==> config.mk <==
export PLATFORM = sky130hd
export DESIGN_NAME = serial_comparator
export DESIGN_NICKNAME = d
export VERILOG_FILES = /design/src/rtl/serial_comparator.sv
export SDC_FILE = /design/constraint.sdc
export NUM_CORES = 1
export LEC_CHECK = 0
export ABC_AREA = 0
export CAP_MARGIN = 20
export CELL_PAD_IN_SITES_DETAIL_PLACEMENT = 2
export CELL_PAD_IN_SITES_GLOBAL_PLACEMENT = 2
export CORE_ASPECT_RATIO = 1.4
export CORE_UTILIZATION = 29
export CTS_CLUSTER_DIAMETER = 200
export DETAILED_ROUTE_END_ITERATION = 10
export PLACE_DENSITY_LB_ADDON = 0.1
export SYNTH_ARGS = -nofsm -noshare
export SYNTH_HDL_FRONTEND = slang
export SYNTH_SLANG_ARGS = --single-unit
==> constraint.sdc <==
create_clock -name clk -period 2.2 [get_ports clk]
set_clock_uncertainty 0.2 [all_clocks]
set_input_delay 0.22 -clock clk [delete_from_list [all_inputs] [get_ports clk]]
set_output_delay 0.22 -clock clk [all_outputs]
set_load 0.01 [all_outputs]
==> src/rtl/serial_comparator.sv <==
`default_nettype none
// ---------------------------------------------------------------------------
// serial_comparator : digit-serial magnitude compare, MSB digit first, with
//                     early termination on the first differing digit.
// Revision: 1.0
// ---------------------------------------------------------------------------
module serial_comparator #(
   parameter int WIDTH = 16,
   parameter int DIGIT = 4
) (
   input  logic             clk,
   input  logic             rst,
   input  logic             start,
   input  logic             signed_mode,
   input  logic [WIDTH-1:0] w0,
   input  logic [WIDTH-1:0] w1,
   output logic             busy,
   output logic             done,
   output logic             less,
   output logic             equal,
   output logic             greater
);

   localparam int N  = WIDTH / DIGIT;
   localparam int CW = (N > 1) ? $clog2(N) : 1;
   localparam logic [CW-1:0] LAST_DIGIT = CW'(N - 1);

   localparam logic [1:0] IDLE = 2'd0;
   localparam logic [1:0] RUN  = 2'd1;
   localparam logic [1:0] DONE = 2'd2;

   if ((WIDTH % DIGIT) != 0) begin : g_width_check
      $error("serial_comparator: WIDTH must be a multiple of DIGIT");
   end

   logic [1:0]       state_q, state_d;
   logic [WIDTH-1:0] a_q, a_d;
   logic [WIDTH-1:0] b_q, b_d;
   logic [CW-1:0]    cnt_q, cnt_d;
   logic             less_q, less_d;
   logic             equal_q, equal_d;
   logic             greater_q, greater_d;
   logic [DIGIT-1:0] digit_a, digit_b;
   logic [WIDTH-1:0] sign_flip;

   // Flipping the MSBs maps two's-complement order onto unsigned order.
   assign sign_flip = {signed_mode, {(WIDTH-1){1'b0}}};
   assign digit_a   = a_q[WIDTH-1 -: DIGIT];
   assign digit_b   = b_q[WIDTH-1 -: DIGIT];

   always_comb begin
      state_d   = state_q;
      a_d       = a_q;
      b_d       = b_q;
      cnt_d     = cnt_q;
      less_d    = less_q;
      equal_d   = equal_q;
      greater_d = greater_q;
      case (state_q)
         IDLE: begin
            if (start) begin
               a_d     = w0 ^ sign_flip;
               b_d     = w1 ^ sign_flip;
               cnt_d   = '0;
               state_d = RUN;
            end
         end
         RUN: begin
            if (digit_a != digit_b) begin
               greater_d = (digit_a > digit_b);
               less_d    = (digit_a < digit_b);
               equal_d   = 1'b0;
               state_d   = DONE;
            end else if (cnt_q == LAST_DIGIT) begin
               greater_d = 1'b0;
               less_d    = 1'b0;
               equal_d   = 1'b1;
               state_d   = DONE;
            end else begin
               a_d   = a_q << DIGIT;
               b_d   = b_q << DIGIT;
               cnt_d = cnt_q + 1'b1;
            end
         end
         DONE:    state_d = IDLE;
         default: state_d = IDLE;
      endcase
   end

   always_ff @(posedge clk) begin
      if (rst) begin
         state_q   <= IDLE;
         a_q       <= '0;
         b_q       <= '0;
         cnt_q     <= '0;
         less_q    <= 1'b0;
         equal_q   <= 1'b0;
         greater_q <= 1'b0;
      end else begin
         state_q   <= state_d;
         a_q       <= a_d;
         b_q       <= b_d;
         cnt_q     <= cnt_d;
         less_q    <= less_d;
         equal_q   <= equal_d;
         greater_q <= greater_d;
      end
   end

   assign busy    = (state_q == RUN);
   assign done    = (state_q == DONE);
   assign less    = less_q;
   assign equal   = equal_q;
   assign greater = greater_q;

endmodule
`default_nettype wire

* After elaboration in Yosys (flattened, before gate mapping)
Index checks and enable logic that the tools add are counted.
** Word-level totals
- Flip-flop bits (word level) :: 39
- Bits in latches :: 0
- Memory bits (writable) :: 0
- Memory bits (read-only) :: 0
- Input port bits :: 36
- Output and inout bits :: 5
- Logic and storage cells :: 47
- Memories :: 0
** Cells by class
- Add/sub/neg operators :: 1
- Multiply operators :: 0
- Div/mod/pow operators :: 0
- $lt $le $gt $ge :: 2
- Equality and inequality tests :: 8
- Shift operators :: 0
- Mux-type cells :: 21
- Bitwise logic cells :: 2
- Reduce and logical (&&, ||, !) cells :: 6
** Operators by type and width (number)
- $mux W16 :: 6
- $pmux W16 S2 :: 2
- $xor A16 B16 Y16 :: 2
- $mux W2 :: 6
- $pmux W2 S2 :: 2
- $ne A2 B2 Y1 const B :: 3
- $mux W1 :: 5
- $eq A2 B2 Y1 const B :: 2
- $gt A4 B4 Y1 :: 1
- $lt A4 B4 Y1 :: 1
- $ne A4 B4 Y1 :: 1
- $reduce_and A2 Y1 :: 2
- $reduce_and A4 Y1 :: 1
- $reduce_bool A2 Y1 :: 2
- $ne A3 B1 Y1 const B :: 1
- $add A2 B1 Y2 const B :: 1
- $eq A2 B1 Y1 const B :: 1
- $logic_not A2 Y1 :: 1

* Depth between registers and ports, before layout
- Word-level depth :: 4
- Depth in mapped cells :: 7

* Worst setup path before layout
Ideal clock, no wire load.
- Path type :: register to register
- Start :: register b_q[15]
- End :: register a_q[12]
- Setup time :: 0.147 ns
- Arrival time :: 1.594 ns
- Setup slack :: 0.259 ns
- Cell stages (with the launch flop) :: 7
- Buffers on the path :: 1
- Path through :: dfxtp_1 > inv_1 > ha_1 > nand4_4 > o31ai_4 > buf_2 > a311oi_2
** On the way
- Cells in the longest elaborated chain, start to end :: 3
** RTL lines
- from (decl) :: line 38 : logic [WIDTH-1:0] b_q, b_d;
- from (signal assigned) :: line 94 : b_q <= '0;
- from (signal assigned) :: line 102 : b_q <= b_d;
- $ne A4 B4 Y1 :: line 69 : if (digit_a != digit_b) begin
- $ne A2 B2 Y1 (no line)
- $reduce_and A4 Y1 (no line)
- to (signal assigned) :: line 93 : a_q <= '0;
- to (signal assigned) :: line 101 : a_q <= a_d;
- to (decl) :: line 37 : logic [WIDTH-1:0] a_q, a_d;
No other way between the ends.
A chain may end at the register's enable or synchronous reset.

* Worst setup path in the final report
- Start :: register b_q[15]
- End :: register a_q[14]
Same word-level chain as after synthesis.

==> out/metrics.cfg <==
[cts]
cts-hold-fix-buffers=0
cts.sinks=39
clock-root-buffer=clkbuf_8
cts_setup_buffers=0
cts_resized=0
clk_pin_slew_ns=0.08
clkLatencyLatePin_ns=0.28
clockBufferDepth=2
tritoncts=built
cts_buffers=5
htreeDepth=2

[layout]
final_common_cell=nand2_1
seq_area_um2=781
drive_gt1_frac=0.151
nFillCells=730
final_cell_mix=59 x nand2_1, 39 x dfxtp_1, 39 x clkdlybuf4s50_1
nets=299
antenna_cells=0
area_growth_pct=33.1
multi_input_area_um2=996

[global_route]
grt_use_total=0.161
antenna_found_initial=0
grt_pass1_vias=1832
globalRouteOverflowTotal=0
grt_max_degree=28
grt_first_pass_wirelength_mm=8.73

[worst_hold_path]
hp-class=in -> reg

[timing]
rsz0062_at_grt=false
hold_viol=0
finalMaxSlewViolations=0
tns_ns=0
max-slew-margin-rel=0.652
fin_crit_sh=0.928
worst_pin_slew_ns=0.522
period_needed_ns=2.04
setup_viol=0
fmax_mhz=490

[floorplanning]
die_y_um=97.1
start_util=0.301
die_x_um=69.9
io_pins=41
core_um2=6210
die-area_um2=6780
rows=34

[yosys]
synth_top_cell_by_area=dfxtp_1
yosysTopAreaCellShare=0.417
syn_avg_cell_area_um2=8.71
synth_cell_types=31
synth_area_um2=1870
synth.area.top_cells=dfxtp_1 42%, a311oi_2 13%, nand2_1 12%
synth_flop_cell=dfxtp_1
yosysSeqAreaShare=0.417
ys_warn_count=0
ys_ff_latch=39
synth_edf_count=0
syn_nets=256
syn-instance-count=215
postSynth.asyncResetShare=0

[critical_path]
cp.arrival_ns=2.02
cp-start-kind=flip-flop
crit_fanout=21
critPathRequiredTime_ns=2.18
critical_path_class=reg -> reg
endpoint_kind=flip-flop

[routing]
drtIter0Drc=38
drt-pass1-iter-count=2
ant_nets=0
drcViolationCount=0
num_vias=1652
wire_per_inst_um=15.4
drt-vias-per-instance=5.01
routed_wl_mm=5.09

[pwr]
cellPowerDensity_nw_per_um2=828
power_switching_uw=633
power_frac_clock=0.278
ir_drop_mv=0.277
power_uw=2060
swShare=0.307
pwr-share-comb=0.307
seqPwrFrac=0.414
internal_power_uw=1430
p_leak_uw=0.000934

[run]
max-cap-violations=0

[place]
hpwl_mm=3.68
numPortBuffers=40
gp_congestion=0.690

[outcome]
status=complete, no violations

## cell usage after synthesis, types with 3 or more instances
library cell,instances
clkbuf_1,8
ha_1,5
buf_2,3
nor2_1,33
o211ai_1,3
nand2_1,59
inv_1,4
a2bb2oi_1,8
a311oi_1,6
a21oi_1,7
a311oi_2,16
dfxtp_1,39
## path summary, 6_finish.rpt
path         endpoint    start  depth (start not counted)  slack (ns)
min reg2reg   b_q[15]  b_q[15]                          2        0.27
max           a_q[14]  b_q[15]                          7        0.16
min            a_q[0]      rst                          2        0.19
max reg2reg   a_q[14]  b_q[15]                          7        0.16
## critical path: stages (launching register included)
cell,delay [ns]
dfxtp_1,0.34
inv_1,0.05
ha_2,0.36
nand4_4,0.14
o31ai_4,0.31
buf_12,0.21
nor2_1,0.06
a311oi_1,0.27
## sequential cells by signal, indices dropped and copies added, names as in the netlist
register,count
a_q,16
b_q,16
cnt_q,2
state_q,2
equal,1
greater,1
less,1
## stage by stage
step | setup WS (ns) | hold WS [ns] | utilization | cells | instance area, um2
2_1_floorplan | 0.259 | 0.163 | - | 215 | 1870
3_3_place_gp | 0.186 | 0.243 | 0.384 | 323 | 2390
3_5_place_dp | 0.143 | 0.258 | 0.384 | 323 | 2390
4_1_cts | 0.112 | 0.208 | 0.401 | 330 | 2490
5_1_grt | 0.00915 | 0.220 | 0.401 | 330 | 2490
6_report | 0.157 | 0.191 | 0.401 | 330 | 2490
## area by class of cell
cell class / count / area share
sequential: 39 / 0.313
multi-input combinational: 156 / 0.400
clock buffer: 6 / 0.0291
inverter: 5 / 0.00753
timing repair buffer: 51 / 0.202
clock inverter: 1 / 0.0121
tap: 72 / 0.0362
## logic make-up (layout without fill, tap and decap cells)
family	count (synthesis)	after routing	share of synthesized area
AOI/OAI and AO/OA	44	44	0.249
xor gates and xnor gates	2	2	0.00936
adders and majority gates	5	5	0.0334
buffers and inverters	20	63	0.0521
DFF	39	39	0.417
muxes	1	1	0.00535
and+or+nand+nor	104	104	0.234
## layer usage
| layer | global-route usage | routed length (um) | up-vias | part of all wire |
|---|---|---|---|---|
| met3 | 0.0280 | 145 | 2 | 0.028 |
| met5 | 0 | 0 | - | 0 |
| met2 | 0.287 | 2610 | 29 | 0.51 |
| met1 | 0.200 | 2320 | 790 | 0.46 |
| met4 | 0.0323 | 24 | 0 | 0.0047 |
| li1 | - | - | 831 | - |
## power by group through the flow
| stage | Combinational [uW] | Clock [uW] | Sequential, uW |
|---|---|---|---|
| 2_1_floorplan | 425 | 0 | 856 |
| 3_3_place_gp | 627 | 0 | 867 |
| 3_5_place_dp | 641 | 0 | 871 |
| 4_1_cts | 648 | 601 | 856 |
| 5_1_grt | 705 | 630 | 868 |
| 6_report | 634 | 574 | 854 |
(Power assumes the default switching activity.)
==> RTL change 1, RTL diff (same flow settings) <==
Make the reset (`rst`) asynchronous in one clocked block.
--- a/src/rtl/serial_comparator.sv
+++ b/src/rtl/serial_comparator.sv
@@ -87,7 +87,7 @@
       endcase
    end
 
-   always_ff @(posedge clk) begin
+   always_ff @(posedge clk or posedge rst) begin
       if (rst) begin
          state_q   <= IDLE;
          a_q       <= '0;
Formal check against the unedited RTL: differs if rst is asserted again (counterexample within 4 cycles, from zero or initial values and one cycle with rst high); with rst held inactive, the same outputs for 10 cycles.
==> RTL change 1 against the unedited design <==
Sequential cell count unchanged; worst setup slack improved by 40 ps; synthesized area decreased by 3.7%; hold slack got worse by 37 ps; non-clock buffer count decreased by 5; total power increased by 37%; routed wire length decreased by 9.0%; synthesized cell count decreased by 14%; final area decreased by 6.9%.
==> RTL change 1: results (changes against the unedited design) <==
fraction of registers with async set/reset=100% (was 0%); reg2reg path depth=6 (was 7); Plain + repair buffers=46 (was 51); net switching power=0.00106 W (was 0.000633 W); FF-to-FF setup slack=200 ps (was 160 ps); Peak VDD IR=0.000363 V (was 0.000277 V); Seq/total area=42.1% (was 31.3%); Multi-input comb cells=123 (was 156); Non-clock buffers, area share=19.7% (was 20.2%); # nets final=265 (was 299); total area of sequential cells=976 um2 (was 781 um2); vias in the first global route=1,585 (was 1,832); Seq group=0.00122 W (was 0.000854 W); first-pass GRT wire length=7750 um (was 8730 um); Overall Global Routing Usage=16.5% (was 16.1%); placed cells=287 (was 323); Final GP Congestion=0.754 (was 0.690); Tightest Pin Transition=523 ps (was 522 ps); drt first-iter violations=45 (was 38); worst hold slack=155 ps (was 191 ps); outcome=completed (unchanged); Clock Latency Late Sink=300 ps (was 280 ps); Seq/Total Area, Yosys=54.2% (was 41.7%); Non-Filler Instances=295 (was 330); CLK BUF=7 (was 6); Mapped Nets=226 (was 256); worst slack, placed=167 ps (was 143 ps)
## RTL change 1: cell count changes in the layout (fill, tap and decap cells not counted), moves of 12 or more
| cell | change |
|---|---|
| a311oi_2 | -16 |
| o22ai_1 | +23 |
| dfxtp_1 | -39 |
| dfrtp_1 | +39 |
| nand2_1 | -38 |
| nor2_1 | -12 |
| a21oi_1 | +17 |
## RTL change 1: layer usage
layer  wire [um]  track usage, %  part of all wire, %  vias to the layer above
met5           0               0                    0                        -
met4          93            6.77                  2.0                        0
met3         136            3.71                  2.9                        7
met2        2510            29.3                   54                       26
met1        1890            18.2                   41                      745
li1            -               -                    -                      726
## RTL change 1: logic make-up (layout without fill, tap and decap cells)
family | count (synthesis) | in the layout | share of synthesized area (%)
compound gates | 58 | 58 | 18.7
simple gates | 58 | 58 | 14.8
flops | 39 | 39 | 54.2
buf+inv | 23 | 63 | 7.92
fa+ha+maj | 5 | 5 | 3.47
xor+xnor | 2 | 2 | 0.972
==> RTL change 2, RTL diff (same flow settings) <==
Without the edit above. `WIDTH`: 16 -> 32.
--- a/src/rtl/serial_comparator.sv
+++ b/src/rtl/serial_comparator.sv
@@ -5,7 +5,7 @@
 // Revision: 1.0
 // ---------------------------------------------------------------------------
 module serial_comparator #(
-   parameter int WIDTH = 16,
+   parameter int WIDTH = 32,
    parameter int DIGIT = 4
 ) (
    input  logic             clk,
Ports: changed (resized w0 and w1); port bits go from 41 to 73. No check against the original RTL was run, so the function may have changed too.
==> RTL change 2 against the unedited design <==
Combinational power grew 120%; utilization rose by 1.8 points; via count increased by 95%; routed wire length is 130% higher; count of clock-buffer cells in the layout is 7 higher; worst setup slack lost 140 ps; total power up 110%; synthesized area grew 88%; final area up 99%; global-route usage is 2.7 points higher; sequential cell count grew 33; clock power is 130% higher.
==> RTL change 2: results (changes against the unedited design) <==
outcome=completed (unchanged); warning count from the yosys run=0 (unchanged); H-tree lvl count=3 (was 2); clk root buf=clkbuf_16 (was clkbuf_8); Tightest Pin Transition=498 ps (was 522 ps); first-pass GRT wire length=18,000 um (was 8730 um); CTS Buffer Depth=2 (unchanged); Area contributors post-synth=dfxtp_1, a311oi_2, nand2_1 (unchanged); biggest regs=a_q x32, b_q x32, cnt_q x3 (was a_q x16, b_q x16); DP Wirelength=7370 um (was 3680 um); # nets final=556 (was 299); Peak VDD IR=0.000382 V (was 0.000277 V); Clock Latency Late Sink=330 ps (was 280 ps); Synth cell types=30 (was 31); TritonCTS buffer count=9 (was 5); initial antenna violation count=0 (unchanged); CTS clk-pin slew, worst paths=60 ps (was 80 ps); Slowest-stage cell, CP=dfxtp_2 (was ha_2); via/cell ratio=5.11 (was 5.01); # diodes=0 (unchanged); Overall Global Routing Usage=18.8% (was 16.1%); Top delay family on crit path=compound AO/OA/AOI/OAI gates (unchanged); vias in the first global route=3,525 (was 1,832); Mapped Nets=474 (was 256); CTS Hold Buffers Added=0 (unchanged); Slowest Stage Delay on Critical Path=330 ps (was 360 ps); Final GP Congestion=0.712 (was 0.690); top cells by count, synth=nand2_1, dfxtp_1, nor2_1 (unchanged); P_leak=1.84 nW (was 0.934 nW); share of layout cells above drive strength 1=22.5% (was 15.1%); drt first-iter violations=53 (was 38); WL per Instance=18.6 um (was 15.4 um); First-pass DRT Iterations=4 (was 2); largest net degree at the start of global routing=39 (was 28); fraction of registers with async set/reset=0% (unchanged); Max Fanout on Critical Path=6 (was 21); Hold WC Path Type=primary input to flop (unchanged); Worst EP arrival=2220 ps (was 2020 ps); Seq/Total Area, Yosys=41.1% (was 41.7%); Filler cells=1,337 (was 730); I/O Buffers=72 (was 40)
==> RTL change 2: changes by cell type in the layout (fill, tap and decap cells not counted), moves of 3 or more <==
cell	delta
nand2_1	+65
a311oi_2	+34
clkdlybuf4s50_1	+32
nor2_1	+32
dfxtp_1	+29
buf_4	+13
clkbuf_16	+13
clkbuf_8	-4
dfxtp_2	+4
buf_16	+3
buf_6	+3
ha_4	+3
inv_1	-3
inv_2	+3
==> RTL change 2: cell families after synthesis <==
kind of cell,Yosys count,share of synthesized area (%)
AO/OA/AOI/OAI,77,27.2
XOR/XNOR,2,0.499
adder cells (fa/ha/maj),6,2.14
buffers and inverters,40,6.27
flip-flops,72,41.1
multiplexers,1,0.285
AND/OR/NAND/NOR,202,22.6
==> RTL change 2: power breakdown <==
group,switching (W),internal [W],leakage [nW]
Combinational,0.000723,0.000666,1.12
Clock,0.000530,0.000781,0.126
Sequential,0.000122,0.00150,0.596
==> RTL change 2: per-stage QoR <==
step | hold slack, ps | worst slack (ps) | util [%] | instances | cell area (um2)
after detailed placement | 261 | -46.3 | 37.2 | 601 | 4400
final | 141 | 21.2 | 41.9 | 632 | 4950
after global routing | 151 | -39.9 | 41.9 | 632 | 4950
after CTS | 132 | -13.4 | 40.1 | 620 | 4740
after global placement | 248 | 44.5 | 37.2 | 601 | 4400
after floorplan | 163 | 223 | - | 400 | 3510
==> RTL change 2: repair_timing <==
action,CTS,global route
gates cloned,2,5
endpoints found under the setup margin,17,58
pin swaps,2,11
setup buffers,3,8
gates resized for setup,4,11
==> RTL change 2: cell type report <==
class                      count  area [um2]  share of cell area (%)
timing repair buffer         106        1150                    23.3
inverter                       5        18.8                   0.379
multi-input combinational    288        1900                    38.3
clock inverter                 1        5.00                   0.101
clock buffer                  13         250                    5.05
tap                          147         184                    3.71
sequential                    72        1450                    29.2
==> RTL change 2: layer usage <==
layer	global-route usage [%]	up-vias	share of wire, %
li1	-	1561	-
met1	21.5	1585	41
met2	34.5	58	55
met3	3.00	23	2.3
met4	5.89	0	2.2
met5	0	-	0
==> RTL change 2: path summary, 6_finish.rpt <==
check | startpoint | end | slack (ps) | depth (start not counted)
worst max-delay path | b_q[30]$_SDFFE_PP0P_ | b_q[24]$_SDFFE_PP0P_ | 20 | 8
worst min-delay path | rst | a_q[2]$_SDFFE_PP0P_ | 140 | 2
worst max register to register | b_q[30]$_SDFFE_PP0P_ | b_q[24]$_SDFFE_PP0P_ | 20 | 8
worst min register to register | b_q[31]$_SDFFE_PP0P_ | b_q[31]$_SDFFE_PP0P_ | 270 | 2
